[src/rtl/calc_pkg.sv]
// Opcodes, trap codes and sequencer state encoding shared by the stack-calculator control blocks.
package calc_pkg;

    localparam logic [2:0] OP_ADD  = 3'b100;
    localparam logic [2:0] OP_SUB  = 3'b101;
    localparam logic [2:0] OP_MUL  = 3'b010;
    localparam logic [2:0] OP_PUSH = 3'b011;
    localparam logic [2:0] OP_HALT = 3'b111;

    typedef enum logic [1:0] {
        FC_NONE  = 2'b00,
        FC_FULL  = 2'b01,
        FC_UNDER = 2'b10,
        FC_OVF   = 2'b11
    } fault_code_t;

    typedef enum logic [2:0] {
        S_IDLE,
        S_FETCH,
        S_WAIT,
        S_ISSUE,
        S_EXEC,
        S_NEXT,
        S_HALT,
        S_FAULT
    } state_t;

    function automatic logic is_binop(input logic [2:0] op);
        return (op == OP_ADD) || (op == OP_SUB) || (op == OP_MUL);
    endfunction

endpackage

[src/rtl/calc_step_sync.sv]
// Brings raw run/step key levels into the clock domain (2-FF) and turns step into a one-cycle pulse.
// Latency: two cycles for run, two cycles for the step pulse; no backpressure.
module calc_step_sync (
    input  logic CLOCK_50,
    input  logic reset_n,
    input  logic run_key,
    input  logic step_key,
    output logic run_lvl,
    output logic step_pls
);

    logic [1:0] run_sync;
    logic [1:0] step_sync;
    logic       step_prev;

    always_ff @(posedge CLOCK_50 or negedge reset_n) begin
        if (!reset_n) begin
            run_sync  <= 2'b00;
            step_sync <= 2'b00;
            step_prev <= 1'b0;
        end else begin
            run_sync  <= {run_sync[0], run_key};
            step_sync <= {step_sync[0], step_key};
            step_prev <= step_sync[1];
        end
    end

    assign run_lvl  = run_sync[1];
    assign step_pls = step_sync[1] & ~step_prev;

endmodule

[src/rtl/calc_sequencer.sv]
// Program sequencer: fetches from the synchronous ROM, decodes, and issues one op at a time to the stack ALU.
// One instruction in flight; the issued op is held stable while alu_ready is low, HALT/FAULT are absorbing.
module calc_sequencer
    import calc_pkg::*;
#(
    parameter int AW      = 4,
    parameter int DEPTH   = 10,
    parameter int ROM_LAT = 1
) (
    input  logic          CLOCK_50,
    input  logic          reset_n,
    input  logic          run,
    input  logic          step,
    output logic [AW-1:0] rom_addr,
    input  logic [10:0]   rom_q,
    output logic          alu_valid,
    output logic [2:0]    alu_op,
    output logic [7:0]    alu_operand,
    input  logic          alu_ready,
    input  logic          alu_done,
    input  logic          alu_ovf,
    output logic [AW-1:0] pc,
    output logic [3:0]    depth,
    output logic          busy,
    output logic          halted,
    output logic          fault,
    output logic [1:0]    fault_code
);

    localparam logic [3:0] DEPTH_MAX = 4'(DEPTH);
    localparam logic [1:0] WAIT_INIT = 2'(ROM_LAT - 1);

    logic       run_lvl;
    logic       step_pls;
    state_t     state;
    state_t     state_nxt;
    logic [1:0] wait_cnt;
    logic       accepted;
    logic [2:0] ir_op;
    logic [7:0] ir_arg;
    logic       trap_full;
    logic       trap_under;
    logic       handshake;
    logic       op_done;

    calc_step_sync u_step_sync (
        .CLOCK_50 (CLOCK_50),
        .reset_n  (reset_n),
        .run_key  (run),
        .step_key (step),
        .run_lvl  (run_lvl),
        .step_pls (step_pls)
    );

    assign rom_addr   = pc;
    assign ir_op      = rom_q[10:8];
    assign ir_arg     = rom_q[7:0];
    assign trap_full  = (ir_op == OP_PUSH) && (depth == DEPTH_MAX);
    assign trap_under = is_binop(ir_op) && (depth < 4'd2);
    assign handshake  = alu_valid & alu_ready;
    // Completion may coincide with the accept cycle itself.
    assign op_done    = alu_done & (accepted | handshake);

    always_ff @(posedge CLOCK_50 or negedge reset_n) begin
        if (!reset_n) begin
            state <= S_IDLE;
        end else begin
            state <= state_nxt;
        end
    end

    always_comb begin
        state_nxt = state;
        busy      = 1'b0;
        case (state)
            S_IDLE:  if (run_lvl || step_pls) state_nxt = S_FETCH;
            S_FETCH: begin
                busy      = 1'b1;
                state_nxt = S_WAIT;
            end
            S_WAIT: begin
                busy = 1'b1;
                if (wait_cnt == 2'd0) state_nxt = S_ISSUE;
            end
            S_ISSUE: begin
                busy = 1'b1;
                if (ir_op == OP_HALT)
                    state_nxt = S_HALT;
                else if (ir_op == OP_PUSH || is_binop(ir_op))
                    state_nxt = (trap_full || trap_under) ? S_FAULT : S_EXEC;
                else
                    state_nxt = S_NEXT;
            end
            S_EXEC: begin
                busy = 1'b1;
                if (op_done) state_nxt = alu_ovf ? S_FAULT : S_NEXT;
            end
            S_NEXT:  state_nxt = run_lvl ? S_FETCH : S_IDLE;
            S_HALT:  state_nxt = S_HALT;
            S_FAULT: state_nxt = S_FAULT;
            default: state_nxt = S_IDLE;
        endcase
    end

    always_ff @(posedge CLOCK_50 or negedge reset_n) begin
        if (!reset_n) begin
            pc          <= '0;
            depth       <= 4'd0;
            alu_valid   <= 1'b0;
            alu_op      <= 3'b000;
            alu_operand <= 8'h00;
            halted      <= 1'b0;
            fault       <= 1'b0;
            fault_code  <= FC_NONE;
            wait_cnt    <= 2'd0;
            accepted    <= 1'b0;
        end else begin
            case (state)
                S_FETCH: wait_cnt <= WAIT_INIT;
                S_WAIT:  if (wait_cnt != 2'd0) wait_cnt <= wait_cnt - 2'd1;
                S_ISSUE: begin
                    if (ir_op == OP_HALT) begin
                        halted <= 1'b1;
                    end else if (ir_op == OP_PUSH || is_binop(ir_op)) begin
                        if (trap_full || trap_under) begin
                            fault      <= 1'b1;
                            fault_code <= trap_full ? FC_FULL : FC_UNDER;
                        end else begin
                            alu_valid   <= 1'b1;
                            alu_op      <= ir_op;
                            alu_operand <= ir_arg;
                            accepted    <= 1'b0;
                        end
                    end else begin
                        pc <= pc + AW'(1);
                    end
                end
                S_EXEC: begin
                    if (handshake) begin
                        alu_valid <= 1'b0;
                        accepted  <= 1'b1;
                    end
                    if (op_done) begin
                        // The stack has already changed even when the result overflowed.
                        depth <= (alu_op == OP_PUSH) ? depth + 4'd1 : depth - 4'd1;
                        if (alu_ovf) begin
                            fault      <= 1'b1;
                            fault_code <= FC_OVF;
                        end else begin
                            pc <= pc + AW'(1);
                        end
                    end
                end
                default: ;
            endcase
        end
    end

endmodule

[config.mk]
export PLATFORM = sky130hd
export DESIGN_NAME = calc_sequencer
export DESIGN_NICKNAME = d
export VERILOG_FILES = /design/src/rtl/calc_pkg.sv /design/src/rtl/calc_step_sync.sv /design/src/rtl/calc_sequencer.sv
export SDC_FILE = /design/constraint.sdc
export NUM_CORES = 1
export LEC_CHECK = 0
export ABC_CLOCK_PERIOD_IN_PS = 1900
export CORE_UTILIZATION = 43
export CTS_CLUSTER_DIAMETER = 30
export DETAILED_ROUTE_END_ITERATION = 6
export PLACE_DENSITY_LB_ADDON = 0.1
export SKIP_LAST_GASP = 1
export SLEW_MARGIN = 25
export SYNTH_ARGS = -nofsm -noshare
export SYNTH_HDL_FRONTEND = slang
export SYNTH_SLANG_ARGS = --single-unit
[constraint.sdc]
create_clock -name CLOCK_50 -period 1.9 [get_ports CLOCK_50]
set_input_delay 0.285 -clock CLOCK_50 [delete_from_list [all_inputs] [get_ports CLOCK_50]]
set_output_delay 0.285 -clock CLOCK_50 [all_outputs]
set_load 0.03 [all_outputs]
=== Word-level counts from Yosys, hierarchy flattened ===
Index checks and enable logic that the tools add are counted.
Widths: inputs -> output; s select.

* Equal/unequal tests: 26
* Muxes and demuxes: 41
* Bitwise operators: 7
* $lt $le $gt $ge: 1
* Reduce and logical (&&, ||, !) cells: 21
* Add/subtract/negate cells: 4

{| class="wikitable"
|+ Operators with widths
! cell !! count
|-
| $ne 2x2->1 const B || 12
|-
| $pmux 3 s8 || 1
|-
| $mux 2 || 11
|-
| $eq 3x3->1 const B || 7
|-
| $mux 4 || 5
|-
| $eq 3x2->1 const B || 5
|-
| $mux 1 || 15
|-
| $reduce_and 5->1 || 2
|-
| $mux 3 || 3
|-
| $add 4x1->4 const B || 2
|-
| $pmux 2 s2 || 2
|-
| $pmux 4 s2 || 1
|-
| $pmux 1 s2 || 3
|-
| $reduce_and 2->1 || 3
|-
| $reduce_and 6->1 || 1
|-
| $reduce_bool 2->1 || 3
|-
| $logic_or 1x1->1 || 5
|-
| $eq 4x4->1 const B || 1
|-
| $lt 4x2->1 const B || 1
|-
| $reduce_and 4->1 || 1
|-
| $reduce_or 4->1 || 1
|-
| $sub 4x1->4 const B || 1
|-
| $and 1x1->1 || 3
|-
| $eq 3x1->1 const B || 1
|-
| 7 further kinds || 10
|}

* Flip-flop bits (word level): 35
* Output and inout bits: 29
* Input bits: 18
* Word-level logic and storage cells: 114

=== Longest topological paths before layout ===
* Depth in word-level cells: 9
* Mapped depth: 6
* Gate-level depth less buffers: 6

=== Cells and area by module ===
A second synthesis with hierarchy kept.

* Cell total of the unflattened synthesis: 159
* Area, all modules: 1,766.7 µm²

{| class="wikitable"
|+ Modules (own cells, without submodules)
! module !! area each (µm²) !! seq. area each (µm²) !! instances !! cells each
|-
| calc_sequencer || 1,627.8 || 750.7 || 1 || 153
|-
| calc_step_sync || 138.9 || 125.1 || 1 || 6
|}

=== Least setup slack after synthesis ===
OpenSTA, ideal clock, no wires.

* Path type: register -> register
* Start point: reg alu_op[2]
* End point: reg depth[3]
* Stages on the path, launching flop included: 7
* Period minus slack after synthesis: 2.006 ns
* Data required time: 1.771 ns
* Arrival time: 1.878 ns
* Path slack: -0.106 ns
* Buffers on the path: 0
* Library setup time: 0.129 ns
* Path through: dfrtp_1 nand3b_1 ha_1 a21o_1 a21oi_1 a21oi_1 a2111o_1

* Word-level cells in the longest chain between the ends: 2

{| class="wikitable"
|+ Ends and longest elaborated chain
! item !! line !! RTL
|-
| start, declared || calc_sequencer.sv:17 || <nowiki>output logic [2:0] alu_op,</nowiki>
|-
| start signal, assigned || calc_sequencer.sv:130 || <nowiki>alu_op <= ir_op;</nowiki>
|-
| $eq 3x2->1 || calc_sequencer.sv:145 || <nowiki>depth <= (alu_op == OP_PUSH) ? depth + 4'd1 : depth - 4'd1;</nowiki>
|-
| $mux 4 || calc_sequencer.sv:145 ||
|-
| end signal, assigned || calc_sequencer.sv:145 ||
|-
| end, declared || calc_sequencer.sv:23 || <nowiki>output logic [3:0] depth,</nowiki>
|}

Every way passes these cells.
A chain may end at the register's enable or synchronous reset.

=== Worst setup path after layout ===
* Start point: in rom_q[10]
* End point: reg alu_operand[5]

* Word-level cells in the longest chain between the ends: 7

{| class="wikitable"
|+ Ends and longest elaborated chain
! item !! line !! RTL
|-
| start, declared || calc_sequencer.sv:15 || <nowiki>input logic [10:0] rom_q,</nowiki>
|-
| $eq 3x3->1 || calc_pkg.sv:29 || <nowiki>return (op == OP_ADD) || (op == OP_SUB) || (op == OP_MUL);</nowiki>
|-
| $logic_or 1x1->1 (2 in a row) || calc_pkg.sv:29 ||
|-
| $logic_and 1x1->1 || calc_sequencer.sv:59 || <nowiki>assign trap_under = is_binop(ir_op) && (depth < 4'd2);</nowiki>
|-
| $logic_or 1x1->1 || calc_sequencer.sv:125 || <nowiki>if (trap_full || trap_under) begin</nowiki>
|-
| $not 1->1 (no line) || -- ||
|-
| $reduce_and 4->1 (no line) * || -- ||
|-
| end signal, assigned || calc_sequencer.sv:131 || <nowiki>alu_operand <= ir_arg;</nowiki>
|-
| end, declared || calc_sequencer.sv:18 || <nowiki>output logic [7:0] alu_operand,</nowiki>
|}

Mark *: on every way between the ends. The rest lies on a longest branch, timed or not.

==> results.txt <==
GPL Wtd Cong: 0.804
synthesized instance count: 157
share of post-route cells with drive strength above 1: 0.246
net count after synthesis: 180
# hold bufs at CTS: 0
root buffer cell: clkbuf_8
Req. time, crit path: 2060 ps
CP max stage delay: 520 ps
CTS tree: yes
Setup-failing EPs final: 0
die width: 66.5 um
htree depth: 2
DRT Pass-1 Iters: 4
Final nets: 250
Initial Util: 0.447
Setup WS post-layout: 38.9 ps
initial drt markers: 76
Synth Warn #: 0
Hold WC Path Type: register to register
RSZ-0062 raised after global routing: true
Synth top area share: 0.490
crit path to: alu_operand[5]$_DFFE_PN0P_
f_max: 537 MHz
Net Sw Power: 1.77 mW
synth top area cells: dfrtp_1 (49%), mux2_4 (6.7%), xnor2_1 (2.9%)
Area after DPL: 2440 um^2
Seq/Total Area, Yosys: 0.490
prevailing post-synth register cell: dfrtp_1
gr ovfl total: 0
Slew Limit Headroom: 0.706
Slew @ Worst Pin: 442 ps
critical setup path kind: primary input to register
final period utilization: 0.980
RR Endpoint: depth[3]$_DFFE_PN0P_
Core ar.: 4000 um^2
Hold Fails Final Rpt: 0
peak supply drop: 0.842 mV
crit-path max FO: 6
Lkg Pwr: 1.15 nW
placed instance count: 268
clk sinks: 35
CP Capture Type: register
setup_tns: 0 ps
full die area: 4420 um^2
critical path cell sequence: clkdlybuf4s50_1, buf_4, xor2_4, nand2_2, or3_4, mux2_4
DR WL/cell: 14.6 um
HPWL Detailed: 2.95 mm
Total Wirelength: 4.06 mm
Longest Clk Path Bufs: 2
status: finished clean
Reg power frac: 0.307
worst reg2reg startpoint: alu_op[2]$_DFFE_PN0P_
#FFs+latches synth: 35
Switching Fraction: 0.411
slowest CP cell: clkdlybuf4s50_1
Final Non-Filler Cells: 278
fin. max-slew vios: 0
# DRC: 0
Rows: 23
worst hold start: u_step_sync.step_sync[0]$_DFF_PN0_
Syn Std Cell Area: 1790 um^2
Total Power: 4.31 mW
Tot GR Track Use: 0.206
Detail Route Antenna Nets: 0
Critical Path Start Type: primary input
Vias: 1477
Crit path depth: 6
fraction of registers with async set/reset: 1.00
R2R depth: 6
Die H: 66.5 um
Pint: 2.54 mW
max-cap violation count: 0
largest net degree at the start of global routing: 36
vias in the first global route: 1472
Vias/cell: 5.31
CP startpoint: rom_q[10]
Tmin final: 1860 ps
post-synth top area cell: dfrtp_1
Antenna diodes: 0
clk_lat worst skew: 280 ps
TritonCTS Buffers: 5
Avg Synthesized Cell Area: 11.4 um^2
num ports: 47
Synth-to-Final Area Change: 44.5%
WP data arrival: 2020 ps
Comb power frac: 0.557
flop2flop setup slack: 60 ps
Port-buffer cells: 46
post-route cell area: 2580 um^2
pre-CTS setup slack: -300 ps
CP bufs+invs: 2
initial antenna violation count: 0
Netlist cell types: 48
CP delay by family, top: buffers and inverters
Reg clk slew, reported paths: 60 ps
Pwr per Cell Area: 1670 nW/um^2
Final Skew: 7.14 ps
first-pass GRT wire length: 6.75 mm
Post-synth EDFFs: 0
Clock Power Share: 0.136
## layout make-up
type	instances	area, um^2
clock buffers	8	100
flip-flops and latches	35	881
well taps	50	62.6
inverters	7	26.3
multi-input cells	106	858
repair buffers	72	657
fillers	319	1420
## worst reg2reg max path, stage by stage (launching register included)
cell      delay [ps]
dfrtp_2          430
nand3b_1         230
ha_1             320
a21o_1           120
a21oi_2           70
and4b_1          180
a2111o_1         380
## timing repair
item,CTS,global route
endpoints found under the setup margin,8,12
pin swaps,0,4
cloned,1,0
gates resized for setup,2,4
setup buffers,0,1
## per-layer routing
metal	global-route usage	up-vias	part of all wire
met1	0.281	725	0.46
met3	0.0445	5	0.054
li1	-	706	-
met2	0.327	41	0.47
met4	0.0665	0	0.011
met5	0	-	0
## registers in the layout, indices dropped and copies added (netlist names), 3 cells and up, named ones only
name	count
alu_operand	8
depth	4
pc	4
alu_op	3
## per-stage QoR
step                 util  hold slack (ps)
floorplan               -            -10.6
global placement    0.611              333
detailed placement  0.611              346
CTS                 0.638              355
global route        0.646              369
finish              0.646              352
## Yosys cell counts, drive strengths merged, types with 3 or more instances
cell / n
ha: 4
xnor2: 6
buf: 7
dfrtp: 35
inv: 7
nor2: 6
nand2: 11
mux2: 11
clkbuf: 3
o21ai: 6
nand3: 3
and3: 3
nor2b: 3
a21o: 4
a21oi: 7
nor3b: 3
## cell families after synthesis
logic type	synth area share
compound gates	0.127
simple gates	0.162
buf+inv	0.0511
mux	0.0972
flops	0.490
xor+xnor	0.0343
fa+ha+maj	0.0392
## worst min path at each step
stage	to	slack, ps	cells past startpoint
2_1_floorplan	asynchronous set/reset pin	-10	0
3_3_place_gp	u_step_sync.run_sync[1]$_DFF_PN0_	330	0
3_5_place_dp	u_step_sync.run_sync[1]$_DFF_PN0_	350	0
4_1_cts	u_step_sync.step_sync[1]$_DFF_PN0_	350	0
5_1_grt	u_step_sync.step_sync[1]$_DFF_PN0_	370	0
6_report	u_step_sync.step_sync[1]$_DFF_PN0_	350	0
## placed cells by master (no fill, tap or decap), types with 3 or more instances in the layout
cell,netlist,layout
nor3b_1,3,3
a21o_1,4,4
mux2_4,8,8
clkbuf_8,0,7
and3_1,3,3
xnor2_1,6,6
dfrtp_2,0,4
a21oi_1,7,6
nor2b_1,3,3
ha_1,4,4
inv_1,7,7
o21ai_0,6,6
dfrtp_1,35,31
nand3_1,3,3
clkdlybuf4s50_1,0,44
mux2_2,3,3
nor2_1,6,6
nand2_1,11,10
buf_4,5,26
## power groups by stage
stage / registers, mW / clock network (mW) / logic (mW)
6_report: 1.32 / 0.587 / 2.40
3_3_place_gp: 1.32 / 0 / 2.34
3_5_place_dp: 1.33 / 0 / 2.40
2_1_floorplan: 1.73 / 0 / 1.08
4_1_cts: 1.32 / 0.604 / 2.40
5_1_grt: 1.38 / 0.629 / 2.58
Note: power is estimated with default switching activity, not from simulation.
